File: src/rtl/mips_ctrl_pkg.sv
// Shared encodings for the multicycle MIPS controller: FSM states, opcodes,
// funct codes, ALU op classes and ALU function codes. Honours MIPS_CTRL_BNE_EN.
package mips_ctrl_pkg;

  typedef enum logic [3:0] {
    S_FETCH     = 4'd0,
    S_DECODE    = 4'd1,
    S_MEMADR    = 4'd2,
    S_MEMRD     = 4'd3,
    S_MEMWB     = 4'd4,
    S_MEMWR     = 4'd5,
    S_EXECUTE   = 4'd6,
    S_ALUWB     = 4'd7,
    S_BRANCH    = 4'd8,
    S_ADDIEX    = 4'd9,
    S_ADDIWB    = 4'd10,
    S_JUMP      = 4'd11
`ifdef MIPS_CTRL_BNE_EN
    ,S_BRANCH_NE = 4'd12
`endif
  } statetype;

  localparam logic [5:0] OP_RTYPE = 6'b000000;
  localparam logic [5:0] OP_LW    = 6'b100011;
  localparam logic [5:0] OP_SW    = 6'b101011;
  localparam logic [5:0] OP_BEQ   = 6'b000100;
  localparam logic [5:0] OP_BNE   = 6'b000101;
  localparam logic [5:0] OP_ADDI  = 6'b001000;
  localparam logic [5:0] OP_J     = 6'b000010;

  localparam logic [5:0] FUNCT_ADD = 6'b100000;
  localparam logic [5:0] FUNCT_SUB = 6'b100010;
  localparam logic [5:0] FUNCT_AND = 6'b100100;
  localparam logic [5:0] FUNCT_OR  = 6'b100101;
  localparam logic [5:0] FUNCT_SLT = 6'b101010;

  typedef enum logic [1:0] {
    ALUOP_ADD   = 2'b00,
    ALUOP_SUB   = 2'b01,
    ALUOP_FUNCT = 2'b10,
    ALUOP_RSVD  = 2'b11
  } aluop_t;

  localparam logic [2:0] ALU_AND = 3'b000;
  localparam logic [2:0] ALU_OR  = 3'b001;
  localparam logic [2:0] ALU_ADD = 3'b010;
  localparam logic [2:0] ALU_SUB = 3'b110;
  localparam logic [2:0] ALU_SLT = 3'b111;

  // Moore outputs of one FSM state; pcen and alucontrol are derived from these.
  typedef struct packed {
    logic       iord;
    logic       memwrite;
    logic       irwrite;
    logic       regdst;
    logic       memtoreg;
    logic       regwrite;
    logic       alusrca;
    logic [1:0] alusrcb;
    logic [1:0] pcsrc;
    logic       pcwrite;
    logic       branch;
`ifdef MIPS_CTRL_BNE_EN
    logic       branch_ne;
`endif
    aluop_t     aluop;
  } ctrl_t;

endpackage

File: src/rtl/mips_multicycle_controller_if.sv
// Controller <-> datapath bundle: instruction fields and zero flag in,
// enables, mux selects and ALU function code out.
interface mips_multicycle_controller_if;
  logic [5:0] op;
  logic [5:0] funct;
  logic       zero;
  logic       iord;
  logic       memwrite;
  logic       irwrite;
  logic       regdst;
  logic       memtoreg;
  logic       regwrite;
  logic       alusrca;
  logic [1:0] alusrcb;
  logic [1:0] pcsrc;
  logic       pcen;
  logic [2:0] alucontrol;

  modport master (
    input  op, funct, zero,
    output iord, memwrite, irwrite, regdst, memtoreg, regwrite,
           alusrca, alusrcb, pcsrc, pcen, alucontrol
  );

  modport slave (
    output op, funct, zero,
    input  iord, memwrite, irwrite, regdst, memtoreg, regwrite,
           alusrca, alusrcb, pcsrc, pcen, alucontrol
  );
endinterface

File: src/rtl/mips_multicycle_controller_alu_decoder.sv
// Combinational ALU decoder: op class plus funct field -> 3-bit ALU function.
module alu_decoder
  import mips_ctrl_pkg::*;
(
  input  aluop_t     aluop,
  input  logic [5:0] funct,
  output logic [2:0] alucontrol
);

  always_comb begin
    alucontrol = ALU_ADD;
    case (aluop)
      ALUOP_SUB:   alucontrol = ALU_SUB;
      ALUOP_FUNCT: begin
        // Unknown funct falls back to ADD; the writeback still happens.
        case (funct)
          FUNCT_ADD: alucontrol = ALU_ADD;
          FUNCT_SUB: alucontrol = ALU_SUB;
          FUNCT_AND: alucontrol = ALU_AND;
          FUNCT_OR:  alucontrol = ALU_OR;
          FUNCT_SLT: alucontrol = ALU_SLT;
          default:   alucontrol = ALU_ADD;
        endcase
      end
      default:     alucontrol = ALU_ADD;
    endcase
  end

endmodule

File: src/rtl/mips_multicycle_controller.sv
// Multicycle MIPS control unit: Moore FSM plus ALU decoder.
// Define MIPS_CTRL_BNE_EN to add the bne (BRANCH_NE) path.
module mips_multicycle_controller
  import mips_ctrl_pkg::*;
(
  input  logic                          clk,
  input  logic                          reset,
  mips_multicycle_controller_if.master  ctl
);

  statetype state_q, state_d;
  ctrl_t    c;

  always_ff @(posedge clk or posedge reset) begin
    if (reset) state_q <= S_FETCH;
    else       state_q <= state_d;
  end

  always_comb begin
    state_d = S_FETCH;
    c       = '0;
    case (state_q)
      S_FETCH: begin
        c.irwrite = 1'b1;
        c.pcwrite = 1'b1;
        c.alusrcb = 2'b01;
        state_d   = S_DECODE;
      end
      S_DECODE: begin
        c.alusrcb = 2'b11;
        case (ctl.op)
          OP_LW, OP_SW: state_d = S_MEMADR;
          OP_RTYPE:     state_d = S_EXECUTE;
          OP_BEQ:       state_d = S_BRANCH;
          OP_ADDI:      state_d = S_ADDIEX;
          OP_J:         state_d = S_JUMP;
`ifdef MIPS_CTRL_BNE_EN
          OP_BNE:       state_d = S_BRANCH_NE;
`endif
          default:      state_d = S_FETCH;
        endcase
      end
      S_MEMADR: begin
        c.alusrca = 1'b1;
        c.alusrcb = 2'b10;
        state_d   = (ctl.op == OP_SW) ? S_MEMWR : S_MEMRD;
      end
      S_MEMRD: begin
        c.iord  = 1'b1;
        state_d = S_MEMWB;
      end
      S_MEMWB: begin
        c.memtoreg = 1'b1;
        c.regwrite = 1'b1;
      end
      S_MEMWR: begin
        c.iord     = 1'b1;
        c.memwrite = 1'b1;
      end
      S_EXECUTE: begin
        c.alusrca = 1'b1;
        c.aluop   = ALUOP_FUNCT;
        state_d   = S_ALUWB;
      end
      S_ALUWB: begin
        c.regdst   = 1'b1;
        c.regwrite = 1'b1;
      end
      S_BRANCH: begin
        c.alusrca = 1'b1;
        c.aluop   = ALUOP_SUB;
        c.pcsrc   = 2'b01;
        c.branch  = 1'b1;
      end
`ifdef MIPS_CTRL_BNE_EN
      S_BRANCH_NE: begin
        c.alusrca   = 1'b1;
        c.aluop     = ALUOP_SUB;
        c.pcsrc     = 2'b01;
        c.branch_ne = 1'b1;
      end
`endif
      S_ADDIEX: begin
        c.alusrca = 1'b1;
        c.alusrcb = 2'b10;
        state_d   = S_ADDIWB;
      end
      S_ADDIWB: c.regwrite = 1'b1;
      S_JUMP: begin
        c.pcsrc   = 2'b10;
        c.pcwrite = 1'b1;
      end
      default: state_d = S_FETCH;
    endcase
  end

  assign ctl.iord     = c.iord;
  assign ctl.memwrite = c.memwrite;
  assign ctl.irwrite  = c.irwrite;
  assign ctl.regdst   = c.regdst;
  assign ctl.memtoreg = c.memtoreg;
  assign ctl.regwrite = c.regwrite;
  assign ctl.alusrca  = c.alusrca;
  assign ctl.alusrcb  = c.alusrcb;
  assign ctl.pcsrc    = c.pcsrc;

  // zero arrives from the ALU in the same cycle the branch resolves.
`ifdef MIPS_CTRL_BNE_EN
  assign ctl.pcen = c.pcwrite | (c.branch & ctl.zero) | (c.branch_ne & ~ctl.zero);
`else
  assign ctl.pcen = c.pcwrite | (c.branch & ctl.zero);
`endif

  alu_decoder u_alu_dec (
    .aluop      (c.aluop),
    .funct      (ctl.funct),
    .alucontrol (ctl.alucontrol)
  );

endmodule

File: src/flat_wrapper.sv
// flat-port wrapper written by rule: the top's interface ports become plain ports
module mips_multicycle_controller_flat import mips_ctrl_pkg::*;
  (clk, reset, ctl_op, ctl_funct, ctl_zero, ctl_iord, ctl_memwrite, ctl_irwrite, ctl_regdst, ctl_memtoreg, ctl_regwrite, ctl_alusrca, ctl_alusrcb, ctl_pcsrc, ctl_pcen, ctl_alucontrol);
  mips_multicycle_controller_if ctl_i ();
  input  logic clk;
  input  logic reset;
  input wire logic [$bits(ctl_i.op)-1:0] ctl_op;
  input wire logic [$bits(ctl_i.funct)-1:0] ctl_funct;
  input wire logic [$bits(ctl_i.zero)-1:0] ctl_zero;
  output wire logic [$bits(ctl_i.iord)-1:0] ctl_iord;
  output wire logic [$bits(ctl_i.memwrite)-1:0] ctl_memwrite;
  output wire logic [$bits(ctl_i.irwrite)-1:0] ctl_irwrite;
  output wire logic [$bits(ctl_i.regdst)-1:0] ctl_regdst;
  output wire logic [$bits(ctl_i.memtoreg)-1:0] ctl_memtoreg;
  output wire logic [$bits(ctl_i.regwrite)-1:0] ctl_regwrite;
  output wire logic [$bits(ctl_i.alusrca)-1:0] ctl_alusrca;
  output wire logic [$bits(ctl_i.alusrcb)-1:0] ctl_alusrcb;
  output wire logic [$bits(ctl_i.pcsrc)-1:0] ctl_pcsrc;
  output wire logic [$bits(ctl_i.pcen)-1:0] ctl_pcen;
  output wire logic [$bits(ctl_i.alucontrol)-1:0] ctl_alucontrol;
  assign ctl_i.op = ctl_op;
  assign ctl_i.funct = ctl_funct;
  assign ctl_i.zero = ctl_zero;
  assign ctl_iord = ctl_i.iord;
  assign ctl_memwrite = ctl_i.memwrite;
  assign ctl_irwrite = ctl_i.irwrite;
  assign ctl_regdst = ctl_i.regdst;
  assign ctl_memtoreg = ctl_i.memtoreg;
  assign ctl_regwrite = ctl_i.regwrite;
  assign ctl_alusrca = ctl_i.alusrca;
  assign ctl_alusrcb = ctl_i.alusrcb;
  assign ctl_pcsrc = ctl_i.pcsrc;
  assign ctl_pcen = ctl_i.pcen;
  assign ctl_alucontrol = ctl_i.alucontrol;
  mips_multicycle_controller u_core (.clk(clk), .reset(reset), .ctl(ctl_i));
endmodule
File: config.mk
export PLATFORM = sky130hd
export DESIGN_NAME = mips_multicycle_controller_flat
export DESIGN_NICKNAME = d
export VERILOG_FILES = /design/src/rtl/mips_ctrl_pkg.sv /design/src/rtl/mips_multicycle_controller_if.sv /design/src/rtl/mips_multicycle_controller_alu_decoder.sv /design/src/rtl/mips_multicycle_controller.sv /design/src/flat_wrapper.sv
export SDC_FILE = /design/constraint.sdc
export NUM_CORES = 1
export LEC_CHECK = 0
export BUFFER_PORTS_ARGS = -buffer_cell sky130_fd_sc_hd__buf_2
export CORE_AREA = 2 2 39 41
export DETAILED_ROUTE_END_ITERATION = 10
export DIE_AREA = 0 0 41 43
export PLACE_DENSITY = 0.74
export SLEW_MARGIN = 10
export SYNTH_ARGS = -nofsm -noshare
export SYNTH_HDL_FRONTEND = slang
export SYNTH_SLANG_ARGS = --single-unit
File: constraint.sdc
create_clock -name clk -period 4.3 [get_ports clk]
set_input_delay 1.075 -clock clk [delete_from_list [all_inputs] [get_ports clk]]
set_output_delay 1.075 -clock clk [all_outputs]
set_load 0.1 [all_outputs]
* Word-level counts from Yosys, hierarchy flattened
Cells that the tools add are included.
** Storage, ports and cells
- Flip-flop bits (word level) :: 4
- Word-level logic and storage cells :: 50
- Input port bits :: 15
- Output and inout bits :: 15
** Operators by class
- Multiplexer cells :: 17
- Reductions and logical operators :: 8
- Bitwise logic cells :: 2
- Equality and inequality tests :: 22
** Operator list (number)
- 6-bit equality test (second input constant) :: 6
- 4-bit one-hot mux with 6 select lines :: 1
- 4-bit one-hot mux with 5 select lines :: 1
- 4-bit by 3-bit equality test with 1-bit output (second input constant) :: 4
- 4-bit equality test (second input constant) :: 4
- 3-bit one-hot mux with 4 select lines :: 1
- 1-bit two-way mux :: 9
- 4-bit by 2-bit equality test with 1-bit output (second input constant) :: 2
- 2-bit one-hot mux with 2 select lines :: 2
- 2-bit OR reduction :: 4
- 6-bit by 2-bit equality test with 1-bit output (second input constant) :: 1
- 6-bit by 3-bit equality test with 1-bit output (second input constant) :: 1
- 6-bit by 4-bit equality test with 1-bit output (second input constant) :: 1
- 6-bit zero test :: 1
- 2-bit one-hot mux with 3 select lines :: 1
- 3-bit one-hot mux with 2 select lines :: 1
- 4-bit by 1-bit equality test with 1-bit output (second input constant) :: 1
- 4-bit zero test :: 1
- 4-bit OR reduction :: 1
- 3-bit two-way mux :: 1
- 3-bit OR reduction :: 1
- 2-bit by 1-bit equality test with 1-bit output (second input constant) :: 1
- 2-bit equality test (second input constant) :: 1
- 1-bit bitwise AND :: 1
- 1-bit OR :: 1

* Logic depth before layout (Yosys ltp)
Gate-level depths: netlist of run 1.
- Word-level depth :: 4
- Gate-level depth with buffers :: 8
- Depth with buffers taken out :: 7

* Cells and area by module
A second synthesis of run 1 with hierarchy kept.
** Second synthesis, totals
- Cells, all modules :: 78
- Area total of the unflattened synthesis :: 623.1 µm²
** Modules (own cells, without submodules)
- mips_multicycle_controller :: instances 1, seq. area each 100.1 µm², cells each 63, area each 504.2 µm²
- alu_decoder :: instances 1, seq. area each 0.0 µm², cells each 15, area each 118.9 µm²

* Least setup slack after synthesis of run 1
Ideal clock, no wire load.
- Path type :: reg2out
- Start :: register u_core.state_q[1]
- End :: output ctl_irwrite
- Data required time :: 3.225 ns
- Slack :: -0.237 ns
- Path buffers :: 1
- Arrival time :: 3.462 ns
- Stages on the path, launching flop included :: 3
- Cells stage by stage :: dfrtp_1 > buf_6 > nor4_1
** Between the ends
- Word-level cells in the longest chain between the ends :: 2
** Ends and longest elaborated chain
- start, declared :: line mips_multicycle_controller.sv:11 : statetype state_q, state_d;
- start signal, assigned :: line mips_multicycle_controller.sv:16 : else state_q <= state_d;
- 4-bit zero test :: line mips_multicycle_controller.sv:22 : case (state_q)
- 1-bit two-way mux :: line mips_multicycle_controller.sv:22
- end, declared :: line flat_wrapper.sv:12 : output wire logic [$bits(ctl_i.irwrite)-1:0] ctl_irwrite;
No other way between the ends.

* Worst setup path after layout of run 1
- Start :: register u_core.state_q[1]
- End :: output ctl_alucontrol[0]
** Between the ends
- Word-level cells in the longest chain between the ends :: 4
- Elaborated cells between the ends (all ways) :: 6
- Those cells by class :: eq/ne: 4; mux: 2
** Ends and longest elaborated chain
- 4-bit equality test or 4-bit by 3-bit equality test with 1-bit output (tied branches) :: line mips_multicycle_controller.sv:22
- 2-bit one-hot mux with 2 select lines (*) :: line mips_multicycle_controller.sv:22
- 2-bit equality test or 2-bit by 1-bit equality test with 1-bit output (tied branches) :: line mips_multicycle_controller_alu_decoder.sv:12 : case (aluop)
- 3-bit one-hot mux with 2 select lines (*) :: line mips_multicycle_controller_alu_decoder.sv:12
- end, declared :: line flat_wrapper.sv:20 : output wire logic [$bits(ctl_i.alucontrol)-1:0] ctl_alucontrol;
Mark *: on every way between the ends. The rest lies on a longest branch, timed or not.

==> impl_metrics.csv, run 1 <==
group,metric,value,unit
logic_synthesis,synth_cell_type_count,32,
hold_path,whs_endpoint,"u_core.state_q[0]",
finish,multiInputGateArea,423,um^2
finish,final_cell_area,737,um^2
sta,timing.slew.headroom,0.674,
critical_path,crit_family,"simple AND/OR/NAND/NOR gates",
run,maxCapViolations,0,
logic_synthesis,synth_top_area_share,0.174,
die,row_count,14,
place,gp_congestion,0.821,
sta,slew_viol_final,0,
critical_path,cp.arrival,2.57,ns
global_route,grt_pass1_vias,526,
global_route,grt_max_degree,14,
finish,fillCellCount,145,
logic_synthesis,synth_seq_area_share,0.174,
hold_path,hold_start,"u_core.state_q[3]",
place,dp_hpwl,1100,um
global_route,grt.total_usage,0.174,
clock_tree,clockRootBuffer,"clkbuf_4",
logic_synthesis,async_flop_share,1.00,
global_route,gr-total-overflow,0,
critical_path,worstReg2RegEnd,"u_core.state_q[2]",
critical_path,crit_path_start_kind,"register",
clock_tree,cts_tree,"done",
logic_synthesis,synth_enable_flop_cells,0,
critical_path,cp_cell_sequence,"nor2b_1 -> nand3_1 -> inv_1 -> ha_1 -> inv_1 -> nor4_1 -> a32o_1 -> buf_2",
route,drc,0,
critical_path,path_buf_inv,3,
sta,max_freq,274,MHz
finish,largestRegisters,"u_core.state_q: 4 flops",
critical_path,crit_path_max_fanout,12,
logic_synthesis,syn_nets,93,
place,port_buffers,29,
critical_path,crit_path_end_kind,"primary output",
critical_path,slowest_delay,0.60,ns
finish,syn_to_final_growth,27.8,%
clock_tree,cts.sinks,4,
sta,tightest_slew,0.492,ns
die,start_util,0.417,
logic_synthesis,ys_warn_count,0,
sta,setup_tns,0,ns
route,wl,1390,um
sta,finalCritPeriodShare,0.848,
finish,drive_above_1_share,0.369,
clock_tree,cts_buffer_depth,2,
logic_synthesis,synth_area_per_cell,7.69,um^2
clock_tree,clk_pin_slew,0.04,ns
outcome,status,"finished, final reports clean",
logic_synthesis,synth_top_cell_by_area,"dfrtp_1",
logic_synthesis,syn-instance-count,75,
route,drtPass1Iterations,4,
critical_path,ff2ff_setup_slack,3.02,ns
sta,period_needed,3.65,ns
die,core-area,1380,um^2
route,drt-vias-per-instance,5.36,
critical_path,slowest_stage,"dfrtp_1",
logic_synthesis,ys_seq_elements,4,
finish,largest_register_ffs,4,
logic_synthesis,synthFlopType,"dfrtp_1",
place,place_area,714,um^2
route,wl_per_cell,11.7,um
finish,fin_nets,123,
route,drtAntennaViolNets,0,
sta,setup_viol,0,
hold_path,hold_depth,1,
clock_tree,holdBufCountCts,0,
critical_path,path_common_cell,"inv_1",
sta,hold_violations,0,
sta,rsz0062_at_grt,"no",
route,drt-initial-drc-count,19,
global_route,grt_pass1_wl,2150,um
finish,regMostFlops,"u_core.state_q",
die,die-area,1760,um^2
critical_path,crit_type,"register to primary output",
clock_tree,worstSkewPairLatency,0.24,ns
sta,skew,0.00264,ns
logic_synthesis,synth.most_common_cell,"inv_1",
hold_path,hold_path.class,"register to register",
clock_tree,cts_resized,0,
global_route,antenna_found_initial,0,
clock_tree,h-tree-depth,1,
critical_path,rr_startpoint,"u_core.state_q[1]",
route,vias,638,
critical_path,reg2reg_depth,3,
die,die_y,43,um
die,ios,30,
finish,diodes,0,
clock_tree,post-cts-setup-buffer-count,0,
die,die_w,41,um
logic_synthesis,synthTopCellsByArea,"dfrtp_1, ha_1, nand3_1",
logic_synthesis,syn_area,577,um^2
logic_synthesis,synthTopCellsByCount,"inv_1, nand2_1, nand3_1, nor2_1",
critical_path,crit_required,3.22,ns
clock_tree,cts_buffers,3,
finish,seqCellArea,100,um^2
-- cells by family (layout without fill, tap and decap cells) --
kind of cell / after synthesis / count (layout) / synth area share
and+or+nand+nor: 39 / 39 / 0.408
AOI/OAI and AO/OA: 13 / 13 / 0.171
buffers and inverters: 11 / 39 / 0.104
xor gates and xnor gates: 4 / 4 / 0.0607
DFF: 4 / 4 / 0.174
adders and majority gates: 3 / 3 / 0.0651
muxes: 1 / 1 / 0.0174
-- through the flow --
| step | utilization | hold slack (ns) | std cells | setup slack, ns |
|---|---|---|---|---|
| 2_1_floorplan | - | 0.528 | 75 | 0.405 |
| 3_3_place_gp | 0.516 | 0.681 | 116 | 0.922 |
| 3_5_place_dp | 0.516 | 0.661 | 116 | 0.878 |
| 5_1_grt | 0.533 | 0.695 | 119 | 0.500 |
| 6_report | 0.533 | 0.672 | 119 | 0.654 |
| 4_1_cts | 0.533 | 0.666 | 119 | 0.675 |
-- final cells by class --
cell class,count,share of cell area
timing repair buffer,29,0.197
sequential,4,0.136
multi-input combinational,60,0.574
inverter,7,0.0357
tap,16,0.0272
clock buffer,3,0.0306
-- layout by cell type, fill, tap and decap left out --
cell type	count
buf_2	29
inv_1	7
nand3_1	6
nand2_1	6
nor2_1	6
o211ai_1	4
nand2b_1	4
nor3_1	4
dfrtp_1	4
xor2_1	3
ha_1	3
clkbuf_4	3
nor2b_1	2
a21oi_1	2
nor4_2	1
nor4_4	1
and4_1	1
nand4_1	1
a221oi_2	1
or3_1	1
nor4b_1	1
nor4_1	1
a32o_1	1
and3b_1	1
nor3b_2	1
and3_2	1
o21ai_0	1
o2111ai_1	1
o21a_1	1
o21ai_1	1
nor3_2	1
xnor2_1	1
mux2i_1	1
a21o_1	1
-- per-layer routing --
layer / GRT usage / share of wire
met3: 0.0209 / 0.058
met5: 0 / 0
met1: 0.226 / 0.43
met4: 0.0800 / 0.015
met2: 0.272 / 0.50
-- worst max-delay path by stage --
stage | cells after the start | start | end
4_1_cts | 8 | u_core.state_q[1] | ctl_alucontrol[0]
5_1_grt | 8 | u_core.state_q[1] | ctl_alucontrol[0]
2_1_floorplan | 6 | u_core.state_q[1] | ctl_alucontrol[1]
3_3_place_gp | 5 | ctl_funct[4] | ctl_alucontrol[0]
6_report | 8 | u_core.state_q[1] | ctl_alucontrol[0]
3_5_place_dp | 5 | ctl_funct[4] | ctl_alucontrol[0]
Power of run 1 is left out: the tool's default activity adds up to more than one toggle a clock period on the data nets, which glitch-free logic cannot reach.
==> run 2: changes to the inputs <==
--- a/config.mk
+++ b/config.mk
@@ -5,11 +5,12 @@
 export SDC_FILE = /design/constraint.sdc
 export NUM_CORES = 1
 export LEC_CHECK = 0
+export ABC_AREA = 1
 export BUFFER_PORTS_ARGS = -buffer_cell sky130_fd_sc_hd__buf_2
 export CORE_AREA = 2 2 39 41
 export DETAILED_ROUTE_END_ITERATION = 10
 export DIE_AREA = 0 0 41 43
-export PLACE_DENSITY = 0.74
+export PLACE_DENSITY = 0.71
 export SLEW_MARGIN = 10
 export SYNTH_ARGS = -nofsm -noshare
 export SYNTH_HDL_FRONTEND = slang
==> constraint.sdc (replaced) <==
create_clock -name clk -period 3.8 [get_ports clk]
set_input_delay 0.95 -clock clk [delete_from_list [all_inputs] [get_ports clk]]
set_output_delay 0.95 -clock clk [all_outputs]
set_load 0.1 [all_outputs]
==> impl_metrics.csv, run 2 <==
group,metric,value,unit
critical_path,crit_type,"register to primary output",
die,die_w,41,um
finish,diodes,0,
global_route,grt.total_usage,0.158,
logic_synthesis,syn_nets,121,
global_route,grt_max_degree,8,
route,drtPass1Iterations,4,
logic_synthesis,async_flop_share,1.00,
route,drt-initial-drc-count,9,
route,m1WireLength,549,um
critical_path,ff2ff_setup_slack,2.67,ns
place,gp_congestion,0.786,
clock_tree,h-tree-depth,1,
clock_tree,clockRootBuffer,"clkbuf_4",
global_route,grt_pass1_vias,569,
global_route,antenna_found_initial,0,
route,met2RoutedLength,611,um
critical_path,crit_family,"buffers and inverters",
critical_path,slowest_stage,"dfrtp_1",
place,port_buffers,29,
finish,postLayoutCoreUtil,0.531,
die,core-area,1380,um^2
run,maxCapViolations,0,
sta,setup_viol,0,
logic_synthesis,syn_area,543,um^2
sta,max_freq,341,MHz
finish,regMostFlops,"u_core.state_q",
critical_path,reg2reg_depth,6,
logic_synthesis,synthTopCellsByCount,"nand2_1, inv_1, nor2_1, nand3_1",
logic_synthesis,synth.most_common_cell,"nand2_1",
clock_tree,holdBufCountCts,0,
sta,finalWorstSetupSlack,0.865,ns
clock_tree,cts_tree,"done",
critical_path,crit_path_start_kind,"register",
logic_synthesis,synthTopCellsByArea,"dfrtp_1, nand2_1, inv_1",
finish,syn_to_final_growth,35.3,%
finish,drive_above_1_share,0.296,
die,die-area,1760,um^2
route,vias,679,
critical_path,cp.arrival,1.98,ns
critical_path,cp_cell_sequence,"nor2_1 -> inv_2 -> nor2_2 -> inv_1 -> ha_1 -> a21boi_2 -> buf_2",
finish,largestRegisters,"u_core.state_q: 4 flops",
clock_tree,worstSkewPairLatency,0.23,ns
critical_path,crit_path_max_fanout,7,
logic_synthesis,synth_top_area_share,0.184,
route,top_layer,"met3",
clock_tree,clk_pin_slew,0.04,ns
finish,final_common_cell,"buf_2",
route,route.met3.wl,71,um
global_route,gr-total-overflow,0,
sta,rsz0062_at_grt,"no",
critical_path,crit_path_end_kind,"primary output",
outcome,status,"finished, final reports clean",
logic_synthesis,ys_seq_elements,4,
hold_path,hold_path.class,"input pin to asynchronous set/reset pin",
route,drc,0,
logic_synthesis,synth_seq_area_share,0.184,
clock_tree,cts_buffer_depth,2,
power_and_ir_drop,p_leak,0.470,nW
route,wl,1230,um
place,dp_hpwl,1100,um
finish,fin_nets,155,
logic_synthesis,ys_warn_count,0,
sta,slew_viol_final,0,
clock_tree,cts_buffers,3,
sta,hold_violations,0,
clock_tree,cts_resized,0,
logic_synthesis,syn-instance-count,103,
logic_synthesis,synthFlopType,"dfrtp_1",
die,row_count,14,
route,drt-vias-per-instance,4.50,
clock_tree,post-cts-setup-buffer-count,0,
global_route,grt_pass1_wl,2040,um
critical_path,rr_startpoint,"u_core.state_q[0]",
critical_path,path_buf_inv,3,
sta,finalCritPeriodShare,0.772,
sta,timing.slew.headroom,0.676,
power_and_ir_drop,power,0.651,mW
finish,final_cell_mix,"buf_2, nand2_1, inv_1",
clock_tree,cts.sinks,4,
die,start_util,0.392,
sta,tightest_slew,0.490,ns
route,drtAntennaViolNets,0,
sta,period_needed,2.93,ns
die,die_y,43,um
power_and_ir_drop,ir_drop,367,uV
critical_path,crit_required,2.85,ns
logic_synthesis,synth_area_per_cell,5.27,um^2
sta,skew,0.00395,ns
critical_path,slowest_delay,0.45,ns
route,wl_per_cell,8.16,um
critical_path,worstReg2RegEnd,"u_core.state_q[1]",
die,ios,30,
power_and_ir_drop,powerDensity,886,nW/um^2
logic_synthesis,synth_enable_flop_cells,0,
critical_path,crit_start,"u_core.state_q[1]",
logic_synthesis,synth_cell_type_count,16,
logic_synthesis,synth_top_cell_by_area,"dfrtp_1",
finish,largest_register_ffs,4,
place,place_ws,0.925,ns
## run 2: metrics by stage
stage	TNS, ns	area [um^2]	hold WS [ns]	cells
finish	0	734	0.588	151
global route	0	734	0.616	151
CTS	0	734	0.585	151
detailed placement	0	712	0.621	148
global placement	0	712	0.637	148
floorplan	-0.245	547	0.563	103
## run 2: report_power, final
part	internal [mW]	total (mW)	leakage (nW)	switching, mW
sequential	0.0557	0.0691	0.0531	0.0134
clock	0.0351	0.0498	0.0138	0.0147
combinational	0.0770	0.532	0.403	0.455
total	0.168	0.651	0.470	0.483
## run 2: logic make-up after synthesis
kind of cell / synth area share
fa+ha+maj: 0.0691
compound gates: 0.0991
buf+inv: 0.173
simple gates: 0.475
flops: 0.184
## run 2: worst max path at each step
| stage | cells past startpoint | end | slack [ns] |
|---|---|---|---|
| floorplan | 5 | ctl_pcen | -0.13 |
| global placement | 5 | ctl_alucontrol[0] | 0.96 |
| detailed placement | 5 | ctl_alucontrol[0] | 0.93 |
| CTS | 7 | ctl_alucontrol[2] | 0.84 |
| global route | 7 | ctl_alucontrol[2] | 0.72 |
| finish | 7 | ctl_alucontrol[2] | 0.87 |
## run 2: final cells by class
type / count / area [um^2]
repair buffers: 29 / 145
flip-flops and latches: 4 / 100
inverters: 25 / 93.8
clock buffers: 3 / 22.5
well taps: 16 / 20.0
fillers: 148 / 649
multi-input cells: 74 / 353
## run 2: layer usage
layer | vias up | GRT usage
met5 | - | 0
met4 | 0 | 0.0400
met3 | 0 | 0
met2 | 21 | 0.272
met1 | 278 | 0.207
li1 | 380 | -
Note: power is estimated with default switching activity, not from simulation.
==> run 3: changes to the inputs <==
--- a/config.mk
+++ b/config.mk
@@ -5,12 +5,11 @@
 export SDC_FILE = /design/constraint.sdc
 export NUM_CORES = 1
 export LEC_CHECK = 0
-export ABC_AREA = 1
+export ABC_AREA = 0
 export BUFFER_PORTS_ARGS = -buffer_cell sky130_fd_sc_hd__buf_2
-export CORE_AREA = 2 2 39 41
+export CORE_UTILIZATION = 43
 export DETAILED_ROUTE_END_ITERATION = 10
-export DIE_AREA = 0 0 41 43
-export PLACE_DENSITY = 0.71
+export PLACE_DENSITY = 0.74
 export SLEW_MARGIN = 10
 export SYNTH_ARGS = -nofsm -noshare
 export SYNTH_HDL_FRONTEND = slang
==> constraint.sdc (replaced) <==
create_clock -name clk -period 2.93 [get_ports clk]
set_input_delay 0.7325 -clock clk [delete_from_list [all_inputs] [get_ports clk]]
set_output_delay 0.7325 -clock clk [all_outputs]
set_load 0.1 [all_outputs]
==> impl_metrics.csv, run 3 (same netlist as run 1, synthesis figures left out) <==
group,metric,value,unit
sta,finalCritPeriodShare,0.966,
critical_path,crit_family,"simple AND/OR/NAND/NOR gates",
place,port_buffers,29,
sta,rsz0062_at_grt,"no",
power_and_ir_drop,powerDensity,1140,nW/um^2
route,drtAntennaViolNets,0,
die,die_y,38.6,um
sta,setup_tns,0,ns
hold_path,hold_path.class,"input pin to asynchronous set/reset pin",
route,drtPass1Iterations,4,
critical_path,crit_path_start_kind,"register",
sta,tightest_slew,0.473,ns
global_route,globalRoute.busiestLayer,"met2",
route,drc,0,
power_and_ir_drop,power_switching,0.676,mW
finish,fin_nets,126,
power_and_ir_drop,swShare,0.705,
global_route,grt_pass1_wl,2350,um
finish,postLayoutCoreUtil,0.719,
critical_path,path_buf_inv,2,
clock_tree,post-cts-setup-buffer-count,0,
power_and_ir_drop,p_leak,0.394,nW
global_route,gr-total-overflow,0,
critical_path,crit_path_max_fanout,10,
sta,max_freq,353,MHz
sta,setup_viol,0,
place,dp_cells,117,
route,wl_per_cell,12.6,um
finish,final_common_cell,"buf_2",
finish,largestRegisters,"u_core.state_q: 4 flops",
sta,timing.slew.headroom,0.680,
global_route,grt.total_usage,0.228,
clock_tree,cts_buffers,3,
global_route,grtUsageMet1,0.262,
finish,diodes,0,
sta,hold_violations,0,
power_and_ir_drop,p_seq_frac,0.096,
clock_tree,clk_pin_slew,0.04,ns
clock_tree,clockRootBuffer,"clkbuf_4",
run,maxCapViolations,0,
global_route,grt_max_degree,12,
die,core-area,1170,um^2
global_route,met2_usage,0.392,
clock_tree,worstSkewPairLatency,0.24,ns
global_route,antenna_found_initial,0,
finish,drive_above_1_share,0.481,
sta,period_needed,2.83,ns
power_and_ir_drop,power.internal,0.283,mW
die,row_count,12,
clock_tree,cts.sinks,4,
route,wl,1510,um
finish,regMostFlops,"u_core.state_q",
finish,final_cell_area,842,um^2
die,die-area,1490,um^2
critical_path,crit_required,2.20,ns
clock_tree,cts_tree,"done",
global_route,grt_pass1_vias,580,
critical_path,crit_path_end_kind,"primary output",
sta,slew_viol_final,0,
route,drt-initial-drc-count,16,
clock_tree,holdBufCountCts,0,
finish,syn_to_final_growth,46.0,%
finish,fin_cells,120,
critical_path,crit_type,"register to primary output",
route,vias,688,
power_and_ir_drop,share_comb_of_total_power,0.831,
route,drt-vias-per-instance,5.73,
die,start_util,0.493,
die,die_w,38.6,um
sta,finalWorstSetupSlack,0.0996,ns
critical_path,slowest_stage,"dfrtp_2",
critical_path,cp_cell_sequence,"nand2b_1 -> or3_1 -> ha_1 -> inv_1 -> nor4_2 -> a32o_1 -> buf_12",
outcome,status,"finished, final reports clean",
place,dp_hpwl,1160,um
clock_tree,cts_buffer_depth,2,
place,place_ws,0.273,ns
finish,final_cell_mix,"buf_2, inv_1, nand3_1, nand2_1, nor2_1",
critical_path,slowest_delay,0.48,ns
finish,largest_register_ffs,4,
power_and_ir_drop,ir_drop,556,uV
sta,skew,0.00833,ns
global_route,grt_use_met3,0.0520,
power_and_ir_drop,clockPowerShare,0.073,
die,ios,30,
clock_tree,h-tree-depth,1,
critical_path,cp.arrival,2.10,ns
place,gp_congestion,0.833,
place,place_area,810,um^2
## run 3: changes by cell type in the layout (fill, tap and decap cells not counted), moves of 3 or more
cell / delta
buf_12: +3
xor2_1: +3
nand2_1: -20
buf_2: -3
buf_4: +3
inv_1: -17
nand2b_1: +4
nor2_1: -15
o211ai_1: +4
nor2_2: -4
## run 3: path summary, 6_finish.rpt
path	start	end	slack [ns]	cells after the start
setup / recovery	u_core.state_q[3]	ctl_alucontrol[0]	0.1	7
hold / removal	reset	u_core.state_q[0]	0.36	2
setup reg to reg	u_core.state_q[2]	u_core.state_q[1]	1.75	4
hold reg to reg	u_core.state_q[3]	u_core.state_q[0]	0.59	1
max in group asynchronous	reset	u_core.state_q[3]	2.41	2
min in group clk	u_core.state_q[3]	u_core.state_q[0]	0.59	1
## run 3: power by group through the flow
stage / Clock (mW) / Combinational (mW) / Sequential (mW)
finish: 0.0701 / 0.797 / 0.0918
global route: 0.0759 / 0.830 / 0.0946
CTS: 0.0698 / 0.797 / 0.0887
detailed placement: 0 / 0.795 / 0.0894
global placement: 0 / 0.789 / 0.0887
floorplan: 0 / 0.693 / 0.0826
## run 3: layout make-up
class                   count  area (um^2)
multi-input cells          60          458
fillers                   109          329
repair buffers             32          213
flip-flops and latches      4          101
inverters                   7         30.0
clock buffers               3         22.5
well taps                  14         17.5
## run 3: routing by layer
| metal | wire (um) | vias up |
|---|---|---|
| met2 | 790 | 27 |
| met5 | 0 | - |
| li1 | - | 334 |
| met4 | 8 | 0 |
| met3 | 82 | 2 |
| met1 | 628 | 325 |
## run 3: metrics by stage
| step | total power, mW | hold slack (ns) |
|---|---|---|
| floorplan | 0.776 | 0.499 |
| global placement | 0.878 | 0.612 |
| detailed placement | 0.884 | 0.614 |
| CTS | 0.955 | 0.364 |
| global route | 1.00 | 0.376 |
| finish | 0.958 | 0.359 |
## run 3: repair_timing
| action | CTS | global route |
|---|---|---|
| endpoints found under the hold margin | 0 | 0 |
| endpoints found under the setup margin | 0 | 4 |
| gates resized for setup | 0 | 3 |
